===== src/rtl/down_timer_pkg.sv =====
// Shared types and constants for the loadable down-counting timer.
package down_timer_pkg;

   localparam int unsigned DEFAULT_W = 10;

   typedef enum logic [1:0] {
      IDLE  = 2'd0,
      RUN   = 2'd1,
      PAUSE = 2'd2
   } state_e;

endpackage


===== src/rtl/down_timer_if.sv =====
// Load handshake, run controls and status of the down-counting timer.
interface down_timer_if #(
   parameter int unsigned W = down_timer_pkg::DEFAULT_W
);
   logic         load_valid;
   logic [W-1:0] load_value;
   logic         load_ready;
   logic         auto_reload;
   logic         pause;
   logic         abort;
   logic [W-1:0] count;
   logic         busy;
   logic         done;

   modport master (
      output load_valid, load_value, auto_reload, pause, abort,
      input  load_ready, count, busy, done
   );

   modport slave (
      input  load_valid, load_value, auto_reload, pause, abort,
      output load_ready, count, busy, done
   );
endinterface


===== src/rtl/down_timer.sv =====
// Loadable down-counting timer with one-cycle done pulse and optional auto-reload.
// Defining DOWN_TIMER_ASSERT_EN embeds formal properties; behaviour is unchanged.
//
// state | meaning
// IDLE  | waiting for a load; count is 0
// RUN   | decrementing one step per cycle toward expiry
// PAUSE | count held while pause is high
module down_timer
   import down_timer_pkg::*;
#(
   parameter int unsigned W = DEFAULT_W
) (
   input  logic       clk,
   input  logic       rst_n,
   down_timer_if.slave tif
);

   state_e       state_q,  state_d;
   logic [W-1:0] count_q,  count_d;
   logic [W-1:0] reload_q, reload_d;
   logic         done_q,   done_d;
   logic         load_ready;

   assign load_ready     = (state_q == IDLE);
   assign tif.load_ready = load_ready;
   assign tif.busy       = (state_q != IDLE);
   assign tif.count      = count_q;
   assign tif.done       = done_q;

   always_comb begin
      state_d  = state_q;
      count_d  = count_q;
      reload_d = reload_q;
      done_d   = 1'b0;
      unique case (state_q)
         IDLE: begin
            if (tif.load_valid) begin
               if (tif.load_value != '0) begin
                  count_d  = tif.load_value;
                  reload_d = tif.load_value;
                  state_d  = RUN;
               end else begin
                  // Zero load expires at once without ever becoming busy.
                  done_d = 1'b1;
               end
            end
         end
         RUN: begin
            if (tif.abort) begin
               count_d = '0;
               state_d = IDLE;
            end else if (tif.pause) begin
               state_d = PAUSE;
            end else if (count_q > W'(1)) begin
               count_d = count_q - W'(1);
            end else begin
               done_d = 1'b1;
               if (tif.auto_reload) begin
                  count_d = reload_q;
               end else begin
                  count_d = '0;
                  state_d = IDLE;
               end
            end
         end
         PAUSE: begin
            if (tif.abort) begin
               count_d = '0;
               state_d = IDLE;
            end else if (!tif.pause) begin
               state_d = RUN;
            end
         end
         default: begin
            count_d = '0;
            state_d = IDLE;
         end
      endcase
   end

   always_ff @(posedge clk or negedge rst_n) begin
      if (!rst_n) begin
         state_q  <= IDLE;
         count_q  <= '0;
         reload_q <= '0;
         done_q   <= 1'b0;
      end else begin
         state_q  <= state_d;
         count_q  <= count_d;
         reload_q <= reload_d;
         done_q   <= done_d;
      end
   end

`ifdef DOWN_TIMER_ASSERT_EN
   state_e       prev_state_q;
   logic [W-1:0] prev_count_q;
   logic         prev_zero_load_q;
   logic         init_q;

   initial init_q = 1'b1;

   always @(posedge clk) init_q <= 1'b0;

   always_ff @(posedge clk or negedge rst_n) begin
      if (!rst_n) begin
         prev_state_q     <= IDLE;
         prev_count_q     <= '0;
         prev_zero_load_q <= 1'b0;
      end else begin
         prev_state_q     <= state_q;
         prev_count_q     <= count_q;
         prev_zero_load_q <= tif.load_valid && load_ready && (tif.load_value == '0);
      end
   end

   always @* assume (!rst_n == init_q);

   always @(posedge clk) begin
      if (rst_n) begin
         assert (count_q <= reload_q);
         assert (!tif.busy || (count_q != '0));
         assert (!done_q || (prev_state_q == RUN && prev_count_q == W'(1)) || prev_zero_load_q);
         assert (!(state_q == IDLE && count_q != '0));
         assert (load_ready == !tif.busy);
      end
   end
`endif

endmodule

===== src/flat_wrapper.sv =====
// flat-port wrapper written by rule: the top's interface ports become plain ports
module down_timer_flat import down_timer_pkg::*;
#(
   parameter int unsigned W = DEFAULT_W
)
  (clk, rst_n, tif_load_valid, tif_load_value, tif_auto_reload, tif_pause, tif_abort, tif_load_ready, tif_count, tif_busy, tif_done);
  down_timer_if #(.W(W)) tif_i ();
  input  logic clk;
  input  logic rst_n;
  input wire logic [$bits(tif_i.load_valid)-1:0] tif_load_valid;
  input wire logic [$bits(tif_i.load_value)-1:0] tif_load_value;
  input wire logic [$bits(tif_i.auto_reload)-1:0] tif_auto_reload;
  input wire logic [$bits(tif_i.pause)-1:0] tif_pause;
  input wire logic [$bits(tif_i.abort)-1:0] tif_abort;
  output wire logic [$bits(tif_i.load_ready)-1:0] tif_load_ready;
  output wire logic [$bits(tif_i.count)-1:0] tif_count;
  output wire logic [$bits(tif_i.busy)-1:0] tif_busy;
  output wire logic [$bits(tif_i.done)-1:0] tif_done;
  assign tif_i.load_valid = tif_load_valid;
  assign tif_i.load_value = tif_load_value;
  assign tif_i.auto_reload = tif_auto_reload;
  assign tif_i.pause = tif_pause;
  assign tif_i.abort = tif_abort;
  assign tif_load_ready = tif_i.load_ready;
  assign tif_count = tif_i.count;
  assign tif_busy = tif_i.busy;
  assign tif_done = tif_i.done;
  down_timer #(.W(W)) u_core (.clk(clk), .rst_n(rst_n), .tif(tif_i));
endmodule

===== config.mk =====
export PLATFORM = sky130hd
export DESIGN_NAME = down_timer_flat
export DESIGN_NICKNAME = d
export VERILOG_FILES = /design/src/rtl/down_timer_pkg.sv /design/src/rtl/down_timer_if.sv /design/src/rtl/down_timer.sv /design/src/flat_wrapper.sv
export SDC_FILE = /design/constraint.sdc
export NUM_CORES = 1
export LEC_CHECK = 0
export CORE_MARGIN = 3
export CORE_UTILIZATION = 50
export CTS_CLUSTER_DIAMETER = 200
export DETAILED_ROUTE_END_ITERATION = 8
export PLACE_DENSITY = 0.83
export SYNTH_ARGS = -nofsm -noshare
export SYNTH_HDL_FRONTEND = slang
export SYNTH_SLANG_ARGS = --single-unit

===== constraint.sdc =====
create_clock -name clk -period 2.3 [get_ports clk]
set_input_delay 0.46 -clock clk [delete_from_list [all_inputs] [get_ports clk]]
set_output_delay 0.46 -clock clk [all_outputs]
set_load 0.1 [all_outputs]

Yosys cells after proc, flatten, opt, wreduce, memory -nomap -nowiden
Cells that the tools add are included.

storage, ports and cells
  bits in registers = 23
  output and inout port bits = 13
  logic and storage cells = 44

operators by class
  $add $sub $neg = 1
  order comparisons = 1
  eq/ne operators = 9
  multiplexer cells = 23
  reductions and logical operators = 6

operators with widths
  operator               count
  $mux 10                7
  $pmux 10 s3            1
  $mux 2                 8
  $gt 10x1->1 const B    1
  $reduce_bool 10->1     1
  $sub 10x1->10 const B  1
  $ne 4x4->1 const B     2
  $ne 3x3->1 const B     2
  $pmux 2 s3             1
  $mux 1                 5
  $reduce_and 5->1       1
  $ne 2x2->1 const B     2
  $reduce_and 4->1       1
  $reduce_and 3->1       1
  $eq 2x1->1 const B     1
  $eq 2x2->1 const B     1
  $logic_not 2->1        1
  $ne 2x1->1 const B     1
  $pmux 1 s2             1
  $reduce_bool 2->1      1

Longest topological paths before layout
Gate-level depths: netlist of the first run.

  depth after elaboration = 5
  depth in mapped cells = 8
  depth with buffers taken out = 7

Worst setup path after synthesis of the first run
Ideal clock, no wire load.

  kind = register to register
  start = reg u_core.state_q[0]
  end = reg u_core.reload_q[1]
  library setup time = 0.125 ns
  arrival time = 2.422 ns
  data required time = 2.175 ns
  path slack = -0.247 ns
  stages on the path, launching flop included = 7
  buffers on the path = 1
  clock period less this slack = 2.547 ns
  path through = dfrtp_1 or2_2 inv_1 nand2_1 nor2b_1 buf_6 mux2_2

between the ends
  cells in the longest elaborated chain, start to end = 2

ends and longest elaborated chain
  item                        line                source
  from (decl)                 down_timer.sv:18    state_e state_q, state_d;
  from (signal assigned)      down_timer.sv:88    state_q <= state_d;
  $logic_not 2->1             -
  via tif_load_ready          flat_wrapper.sv:15  output wire logic [$bits(tif_i.load_ready)-1:0] tif_load_ready;
  $reduce_and 3->1 (no line)  -
  to (signal assigned)        down_timer.sv:90    reload_q <= reload_d;
  to (decl)                   down_timer.sv:20    logic [W-1:0] reload_q, reload_d;

The timed path passes the listed nets, and every way through them passes these cells.
A chain may end at the register's enable or synchronous reset.

Final worst setup path of the first run
  start = reg u_core.count_q[4], in the netlist u_core.tif.count[4]
  end = reg u_core.count_q[7], in the netlist u_core.tif.count[7]

between the ends
  cells in the longest elaborated chain, start to end = 5
  elaborated cells between the ends (all ways) = 6

ends and longest elaborated chain
  item                                          line                                source
  from (decl)                                   down_timer.sv:19                    logic [W-1:0] count_q, count_d;
  from (signal assigned)                        down_timer.sv:89                    count_q <= count_d;
  $sub 10x1->10 or $gt 10x1->1 (tied branches)  down_timer.sv:55, down_timer.sv:54
  $mux 10 *                                     down_timer.sv:54                    end else if (count_q > W'(1)) begin
  $mux 10 *                                     down_timer.sv:52                    end else if (tif.pause) begin
  $mux 10 *                                     down_timer.sv:49                    if (tif.abort) begin
  $pmux 10 s3 *                                 down_timer.sv:35                    unique case (state_q)

Every way passes the cells marked *; elsewhere a longest branch is shown, timed or not. The select of a mux whose other input is x is not followed.

==> flow_metrics.env, run 1 <==
export IMPL_synth_nets=157
export IMPL_seq_area_um2=582
export IMPL_num_fill_cells=208
export IMPL_final_cell_mix="buf_4 (18), dfrtp_1 (18), clkdlybuf4s50_1 (15)"
export IMPL_cts_buffer_depth=2
export IMPL_timing_fmax_mhz=483
export IMPL_worstMarginPinSlew_ns=0.542
export IMPL_cts_buffers=3
export IMPL_path_class="reg -> reg"
export IMPL_hold_slack_ns=0.485
export IMPL_crit_chain="or4_4 -> nor2_1 -> o21ai_0 -> a221oi_1 -> a221o_2"
export IMPL_r2r_slack_ns=0.23
export IMPL_h_tree_depth=1
export IMPL_r2r_end="u_core.tif.count[7]"
export IMPL_yosysTopAreaCellShare_pct=43.2
export IMPL_diodes=0
export IMPL_irDropWorstVdd_mv=0.718
export IMPL_io_buffers=28
export IMPL_postCtsSetupBuffers=0
export IMPL_r2r_start="u_core.tif.count[4]"
export IMPL_cap_violations=0
export IMPL_synth_area_per_cell_um2=9.59
export IMPL_initial_core_util_pct=53.3
export IMPL_drc=0
export IMPL_cts_hold_buf=0
export IMPL_drive_above_1_share_pct=24.6
export IMPL_rsz0062_at_grt="false"
export IMPL_vias=1202
export IMPL_insertion_delay_ns=0.31
export IMPL_row_count=18
export IMPL_dieArea_um2=3320
export IMPL_root_buffer="clkbuf_4"
export IMPL_slowest_delay_ns=0.59
export IMPL_routedWlPerCell_um=15.5
export IMPL_dr_pass1_iters=4
export IMPL_fp_dieW_um=57.6
export IMPL_critical_path_top_delay_family="simple AND/OR/NAND/NOR gates"
export IMPL_nNetsFinal=190
export IMPL_grt_max_degree=24
export IMPL_multiInputGateArea_um2=693
export IMPL_first_global_vias=1185
export IMPL_worstRegToRegCells=5
export IMPL_post_place_ws_ns=0.0632
export IMPL_grt_overflow_total=0
export IMPL_power_density_nw_per_um2=1120
export IMPL_viasPerCell=5.98
export IMPL_power_mw=1.88
export IMPL_io_pins=29
export IMPL_synth_cells=139
export IMPL_ant_nets=0
export IMPL_timing_final_hold_violations=0
export IMPL_core_area_um2=2500
export IMPL_ys_warn_count=0
export IMPL_leakagePower_nw=0.710
export IMPL_crit_buf_inv=0
export IMPL_hold_path_class="in -> async"
export IMPL_status="finished, final reports clean"
export IMPL_finalMaxSlewViolations=0
export IMPL_seq_area_frac_synth_pct=43.2
export IMPL_antenna_found_initial=0
export IMPL_fin_crit_ns=2.07
export IMPL_synth_cell_types=38
export IMPL_gp_congestion=0.876
export IMPL_post_cts_resized=0
export IMPL_cp_max_fo=6
export IMPL_fin_util_pct=67.0
export IMPL_skew_ns=0.0104
export IMPL_fin_ws_ns=0.231
export IMPL_path_clk_slew_ns=0.14
export IMPL_fin_setup_tns_ns=0
export IMPL_setup_worst_path_start_class="flop"
export IMPL_worst_setup_path_end_kind="flop"
export IMPL_critPathArrivalTime_ns=2.32
export IMPL_crit_required_ns=2.55
export IMPL_fin_crit_sh_pct=90.0
export IMPL_routed_wirelength_mm=3.12
export IMPL_area_delta_synth_final_pct=25.7
export IMPL_setup_viol=0
export IMPL_crit_path_top_delay_cell="or4_4"
export IMPL_grt_util_all_layers_pct=20.5
export IMPL_clock_sinks=23
export IMPL_grt_pass1_wl_mm=5.31
export IMPL_ys_ff_latch=23
export IMPL_drtIter0Drc=42
export IMPL_cts_tree="done"
export IMPL_slew_headroom_pct=63.6
export IMPL_die_y_um=57.6
export IMPL_dpl_hpwl_mm=2.33
export IMPL_synth_top_area_cell="dfrtp_1"
export IMPL_netlist_top_cells_area="dfrtp_1 (43%), mux2_2 (6.8%), o21ai_0 (4.1%)"
export IMPL_syn_cell_area_um2=1330
per-stage QoR:
| stage | instances | instance area [um2] |
|---|---|---|
| floorplan | 139 | 1350 |
| global placement | 197 | 1650 |
| detailed placement | 197 | 1650 |
| CTS | 201 | 1680 |
| global route | 201 | 1680 |
| finish | 201 | 1680 |
cells by family after synthesis:
kind of cell             count (synthesis)  synth area share, %
AND/OR/NAND/NOR                         49                 20.4
AO/OA/AOI/OAI                           40                 20.2
flip-flops                              23                 43.2
buffers and inverters                   13                 4.98
multiplexers                             8                 6.76
XOR/XNOR                                 4                 2.63
adder cells (fa/ha/maj)                  2                 1.88
per-layer routing:
metal	wire length, um	global-route usage (%)	vias up
met1	1440	28.4	592
met4	41	6.62	0
met3	129	2.00	6
met5	0	0	-
met2	1510	33.7	32
li1	-	-	572
synthesized netlist by cell type (all sizes together):
cell type  count
dfrtp         23
nand2         11
nor2          11
o21ai         11
mux2           8
inv            7
a21oi          6
a22oi          5
a31oi          5
buf            4
xnor2          4
nand2b         3
nand3          3
nor2b          3
nor4           3
or3            3
a221o          2
a22o           2
clkbuf         2
ha             2
nand4          2
nor3           2
nor3b          2
o221ai         2
or2            2
a211o          1
a21o           1
a221oi         1
a311oi         1
a31o           1
and2           1
nand3b         1
nor4b          1
o21a           1
o22a           1
or4            1
report_power, final:
| part | total, mW | internal, mW | switching [mW] | leakage (nW) |
|---|---|---|---|---|
| logic | 1.08 | 0.360 | 0.717 | 0.412 |
| clock network | 0.187 | 0.0647 | 0.122 | 0.0177 |
| registers | 0.612 | 0.506 | 0.106 | 0.280 |
| total | 1.88 | 0.931 | 0.945 | 0.710 |
worst max path at each step:
stage | from | end | cells after the start
after floorplan | u_core.tif.count[3] | u_core.state_q[0] | 5
after global placement | tif_load_value[8] | u_core.tif.count[6] | 6
after detailed placement | tif_load_value[8] | u_core.tif.count[6] | 6
after CTS | u_core.tif.count[4] | u_core.tif.count[7] | 5
after global routing | u_core.tif.count[4] | u_core.tif.count[7] | 5
final | u_core.tif.count[4] | u_core.tif.count[7] | 5
registers in the layout (all words and copies together) (netlist names):
signal and count:
u_core.state_q 2, u_core.tif.count 10, u_core.reload_q 10, u_core.tif.done 1
area by class of cell:
| class | instances | share of cell area (%) |
|---|---|---|
| clock buffers | 3 | 1.34 |
| multi-input cells | 103 | 41.4 |
| repair buffers | 34 | 18.2 |
| flip-flops and latches | 23 | 34.7 |
| inverters | 7 | 1.79 |
| clock inverters | 1 | 0.299 |
| well taps | 30 | 2.24 |
No activity file was read; power rests on OpenSTA's default activity.
==> run 2: changes to the inputs <==
==> constraint.sdc (replaced) <==
create_clock -name clk -period 2.2 [get_ports clk]
set_input_delay 0.44 -clock clk [delete_from_list [all_inputs] [get_ports clk]]
set_output_delay 0.44 -clock clk [all_outputs]
set_load 0.1 [all_outputs]
==> flow_metrics.env, run 2 (synthesis gave the netlist of run 1 again) <==
export IMPL_status="finished, final reports clean"
export IMPL_dieArea_um2=3320
export IMPL_io_pins=29
export IMPL_vias=1239
export IMPL_post_place_ws_ns=-0.185
export IMPL_root_buffer="clkbuf_4"
export IMPL_crit_required_ns=2.41
export IMPL_dr_pass1_iters=4
export IMPL_finalInstanceArea_um2=1740
export IMPL_seqPwrFrac_pct=32.2
export IMPL_p_int_mw=1.00
export IMPL_drc=0
export IMPL_final_cell_mix="buf_4 (24), dfrtp_1 (17), clkdlybuf4s50_1 (15)"
export IMPL_cts_buffer_depth=2
export IMPL_place_area_um2=1710
export IMPL_drtIter0Drc=60
export IMPL_setup_viol=0
export IMPL_clock_sinks=23
export IMPL_cap_violations=0
export IMPL_antenna_found_initial=0
export IMPL_ant_nets=0
export IMPL_critPathArrivalTime_ns=2.27
export IMPL_path_clk_slew_ns=0.13
export IMPL_r2r_slack_ns=0.18
export IMPL_grt_max_degree=24
export IMPL_die_y_um=57.6
export IMPL_slew_headroom_pct=67.2
export IMPL_cts_tree="done"
export IMPL_routed_wirelength_mm=3.39
export IMPL_fin_ws_ns=0.143
export IMPL_cp_max_fo=12
export IMPL_fp_dieW_um=57.6
export IMPL_worstMarginPinSlew_ns=0.492
export IMPL_cts_buffers=3
export IMPL_worst_setup_path_end_kind="flop"
export IMPL_pwr_share_comb_pct=57.8
export IMPL_p_sw_mw=1.01
export IMPL_initial_core_util_pct=53.3
export IMPL_grt_pass1_wl_mm=5.73
export IMPL_insertion_delay_ns=0.31
export IMPL_power_density_nw_per_um2=1160
export IMPL_row_count=18
export IMPL_core_area_um2=2500
export IMPL_r2r_start="u_core.tif.count[0]"
export IMPL_grt_overflow_total=0
export IMPL_leakagePower_nw=0.742
export IMPL_p_sw_share_pct=50.3
export IMPL_h_tree_depth=1
export IMPL_timing_fmax_mhz=486
export IMPL_grt_util_all_layers_pct=21.9
export IMPL_hold_path_class="in -> async"
export IMPL_worstSetupStartpoint="tif_load_value[3]"
export IMPL_finalMaxSlewViolations=0
export IMPL_num_fill_cells=204
export IMPL_clockPowerShare_pct=10.0
export IMPL_rsz0062_at_grt="false"
export IMPL_fin_setup_tns_ns=0
export IMPL_irDropWorstVdd_mv=0.939
export IMPL_fin_crit_ns=2.06
export IMPL_first_global_vias=1225
export IMPL_drive_above_1_share_pct=28.1
export IMPL_routedWlPerCell_um=16.3
export IMPL_gp_congestion=0.800
export IMPL_io_buffers=28
export IMPL_timing_final_hold_violations=0
export IMPL_path_class="in -> reg"
export IMPL_skew_ns=0.00172
export IMPL_nNetsFinal=197
export IMPL_viasPerCell=5.96
export IMPL_fin_crit_sh_pct=93.5
export IMPL_dpl_hpwl_mm=2.54
export IMPL_setup_worst_path_start_class="primary input"
export IMPL_final_common_cell="buf_4"
export IMPL_diodes=0
export IMPL_postCtsSetupBuffers=0
export IMPL_area_delta_synth_final_pct=30.8
## run 2: final timing paths
path	to	cells after the start
hold / removal	u_core.tif.count[6]	2
setup reg to reg	u_core.tif.count[7]	7
min in group clk	u_core.reload_q[6]	1
setup / recovery	u_core.tif.count[8]	8
max in group asynchronous	u_core.tif.count[1]	2
hold reg to reg	u_core.reload_q[6]	1
## run 2: what timing repair did
action	CTS	global route
endpoints found under the setup margin	0	1
gates resized for setup	0	1
hold buffers	0	0
## run 2: worst max-delay path, stage by stage
cell and delay (ns):
clkdlybuf4s50_1 0.43, nor4_1 0.43, nand3_1 0.16, buf_4 0.16, o221ai_1 0.16, buf_4 0.23, a21oi_1 0.06, o22a_1 0.20
## run 2: per-stage QoR
step                power, mW  util (%)  hold WS (ns)  cells
floorplan                1.51         -         0.144    139
global placement         1.78      68.6         0.490    204
detailed placement       1.82      68.6         0.506    204
CTS                      2.02      69.6         0.468    208
global route             2.12      69.7         0.479    208
finish                   2.02      69.7         0.464    208
## run 2: power by group through the flow
stage          registers (mW)  logic (mW)  clock network [mW]
2_1_floorplan           0.983       0.524                   0
3_3_place_gp            0.645        1.14                   0
3_5_place_dp            0.656        1.16                   0
4_1_cts                 0.646        1.16               0.207
5_1_grt                 0.668        1.24               0.216
6_report                0.650        1.16               0.201
## run 2: layout make-up
class	instances	area (um2)	share of cell area, %
multi-input combinational	103	696	39.9
sequential	23	583	33.5
timing repair buffer	41	370	21.2
tap	30	37.5	2.15
inverter	7	30.0	1.72
clock buffer	4	26.3	1.51
## run 2: routing by layer
| layer | wire length, um | part of all wire [%] | vias to the layer above | GRT usage (%) |
|---|---|---|---|---|
| li1 | - | - | 591 | - |
| met1 | 1490 | 44 | 589 | 29.9 |
| met2 | 1660 | 49 | 53 | 36.3 |
| met3 | 218 | 6.4 | 6 | 2.90 |
| met4 | 33 | 0.97 | 0 | 6.62 |
| met5 | 0 | 0 | - | 0 |
==> run 3: changes to the inputs <==
--- a/config.mk
+++ b/config.mk
@@ -5,11 +5,13 @@
 export SDC_FILE = /design/constraint.sdc
 export NUM_CORES = 1
 export LEC_CHECK = 0
+export CORE_ASPECT_RATIO = 0.7
 export CORE_MARGIN = 3
 export CORE_UTILIZATION = 50
 export CTS_CLUSTER_DIAMETER = 200
 export DETAILED_ROUTE_END_ITERATION = 8
 export PLACE_DENSITY = 0.83
+export SLEW_MARGIN = 0
 export SYNTH_ARGS = -nofsm -noshare
 export SYNTH_HDL_FRONTEND = slang
 export SYNTH_SLANG_ARGS = --single-unit
==> flow_metrics.env, run 3 (synthesis gave the netlist of run 1 again) <==
export IMPL_diodes=0
export IMPL_initial_core_util_pct=57.2
export IMPL_dieArea_um2=3330
export IMPL_fp_dieW_um=67.7
export IMPL_r2r_start="u_core.tif.count[4]"
export IMPL_worstSetupStartpoint="tif_load_value[7]"
export IMPL_status="finished, final reports clean"
export IMPL_fin_cells=211
export IMPL_cts_tree="done"
export IMPL_timing_final_hold_violations=0
export IMPL_area_delta_synth_final_pct=32.9
export IMPL_crit_required_ns=2.35
export IMPL_setup_viol=0
export IMPL_wl_met2_mm=1.62
export IMPL_row_count=14
export IMPL_cts_buffer_depth=2
export IMPL_clock_sinks=23
export IMPL_insertion_delay_ns=0.28
export IMPL_io_buffers=28
export IMPL_grt_max_degree=24
export IMPL_grt_pass1_wl_mm=5.89
export IMPL_routed_wirelength_mm=3.58
export IMPL_dp_cells=207
export IMPL_h_tree_depth=1
export IMPL_finalMaxSlewViolations=0
export IMPL_drtIter0Drc=113
export IMPL_vias=1261
export IMPL_irDropWorstVdd_mv=0.680
export IMPL_core_area_um2=2330
export IMPL_cts_hold_buf=0
export IMPL_drc=0
export IMPL_power_density_nw_per_um2=1190
export IMPL_first_global_vias=1240
export IMPL_viasPerCell=5.98
export IMPL_worstMarginPinSlew_ns=0.536
export IMPL_drive_above_1_share_pct=29.6
export IMPL_cap_violations=0
export IMPL_leakagePower_nw=0.755
export IMPL_routedWlPerCell_um=16.9
export IMPL_rsz0062_at_grt="false"
export IMPL_cp_max_fo=8
export IMPL_fin_crit_sh_pct=94.8
export IMPL_multiInputGateArea_um2=706
export IMPL_grt_util_all_layers_pct=23.7
export IMPL_root_buffer="clkbuf_8"
export IMPL_path_class="in -> reg"
export IMPL_dr_pass1_iters=4
export IMPL_top_layer="met4"
export IMPL_worstRegToRegCells=5
export IMPL_setup_worst_path_start_class="primary input"
export IMPL_antenna_found_initial=0
export IMPL_fin_util_pct=76.0
export IMPL_die_y_um=49.2
export IMPL_cts_buffers=3
export IMPL_worst_setup_path_end_kind="flop"
export IMPL_num_fill_cells=174
export IMPL_r2r_slack_ns=0.19
export IMPL_ant_nets=0
export IMPL_postCtsSetupBuffers=0
export IMPL_final_common_cell="buf_4"
export IMPL_critPathArrivalTime_ns=2.24
export IMPL_wl_met1_mm=1.62
export IMPL_skew_ns=0.0156
export IMPL_path_clk_slew_ns=0.09
export IMPL_slew_headroom_pct=64.2
export IMPL_routed_wl_met3_um=257
export IMPL_gp_congestion=0.891
export IMPL_fin_crit_ns=2.08
export IMPL_grt_overflow_total=0
export IMPL_nNetsFinal=198
export IMPL_hold_slack_ns=0.495
export IMPL_r2r_end="u_core.tif.count[7]"
export IMPL_hold_path_class="in -> async"
export IMPL_dpl_hpwl_mm=2.68
export IMPL_final_cell_mix="buf_4 (26), dfrtp_1 (17), clkdlybuf4s50_1 (15)"
export IMPL_seq_area_um2=583
export IMPL_io_pins=29
export IMPL_timing_fmax_mhz=480
run 3: cell count changes in the layout (fill, tap and decap cells not counted), sizes merged:
cell	previous run	this run
buf	26	27
clkbuf	4	3
clkinv	0	1
run 3: power breakdown:
group | switching (mW) | total (mW) | internal, mW
Sequential | 0.120 | 0.651 | 0.531
Combinational | 0.774 | 1.18 | 0.403
Clock | 0.145 | 0.272 | 0.127
run 3: area by class of cell:
type                            count  share of cell area (%)
Multi-Input combinational cell    103                    39.9
Sequential cell                    23                    32.9
Timing Repair Buffer               42                    20.6
Clock buffer                        3                    2.33
Tap cell                           32                    2.26
Inverter                            7                    1.70
Clock inverter                      1                   0.283
run 3: critical path, stage by stage:
cell and delay, ns:
clkdlybuf4s50_1 0.56, nor4_2 0.07, nand3_1 0.09, nor2b_1 0.46, buf_4 0.26, mux2_2 0.34
run 3: per-stage QoR:
stage	setup WS [ns]	power, mW	setup TNS [ns]	area, um2
floorplan	0.0428	1.51	0	1350
global placement	-0.0419	1.79	-0.267	1710
detailed placement	-0.116	1.82	-0.887	1710
CTS	0.113	2.09	0	1760
global route	0.00640	2.21	0	1770
finish	0.115	2.10	0	1770
run 3: worst max path at each step:
stage | to
finish | u_core.reload_q[4]
global route | u_core.tif.count[0]
CTS | u_core.tif.count[0]
detailed placement | u_core.reload_q[5]
global placement | u_core.tif.count[0]
floorplan | u_core.state_q[0]
run 3: layer usage:
layer  vias to the layer above  global-route usage (%)
met5                         -                       0
met4                         0                    8.42
met3                         8                    5.30
met2                        56                    34.1
met1                       608                    34.3
li1                        589                       -
run 3: what timing repair did:
item / CTS / global route
endpoints found under the setup margin: 0 / 1
resized for setup: 0 / 2
hold endpoints to repair: 0 / 0
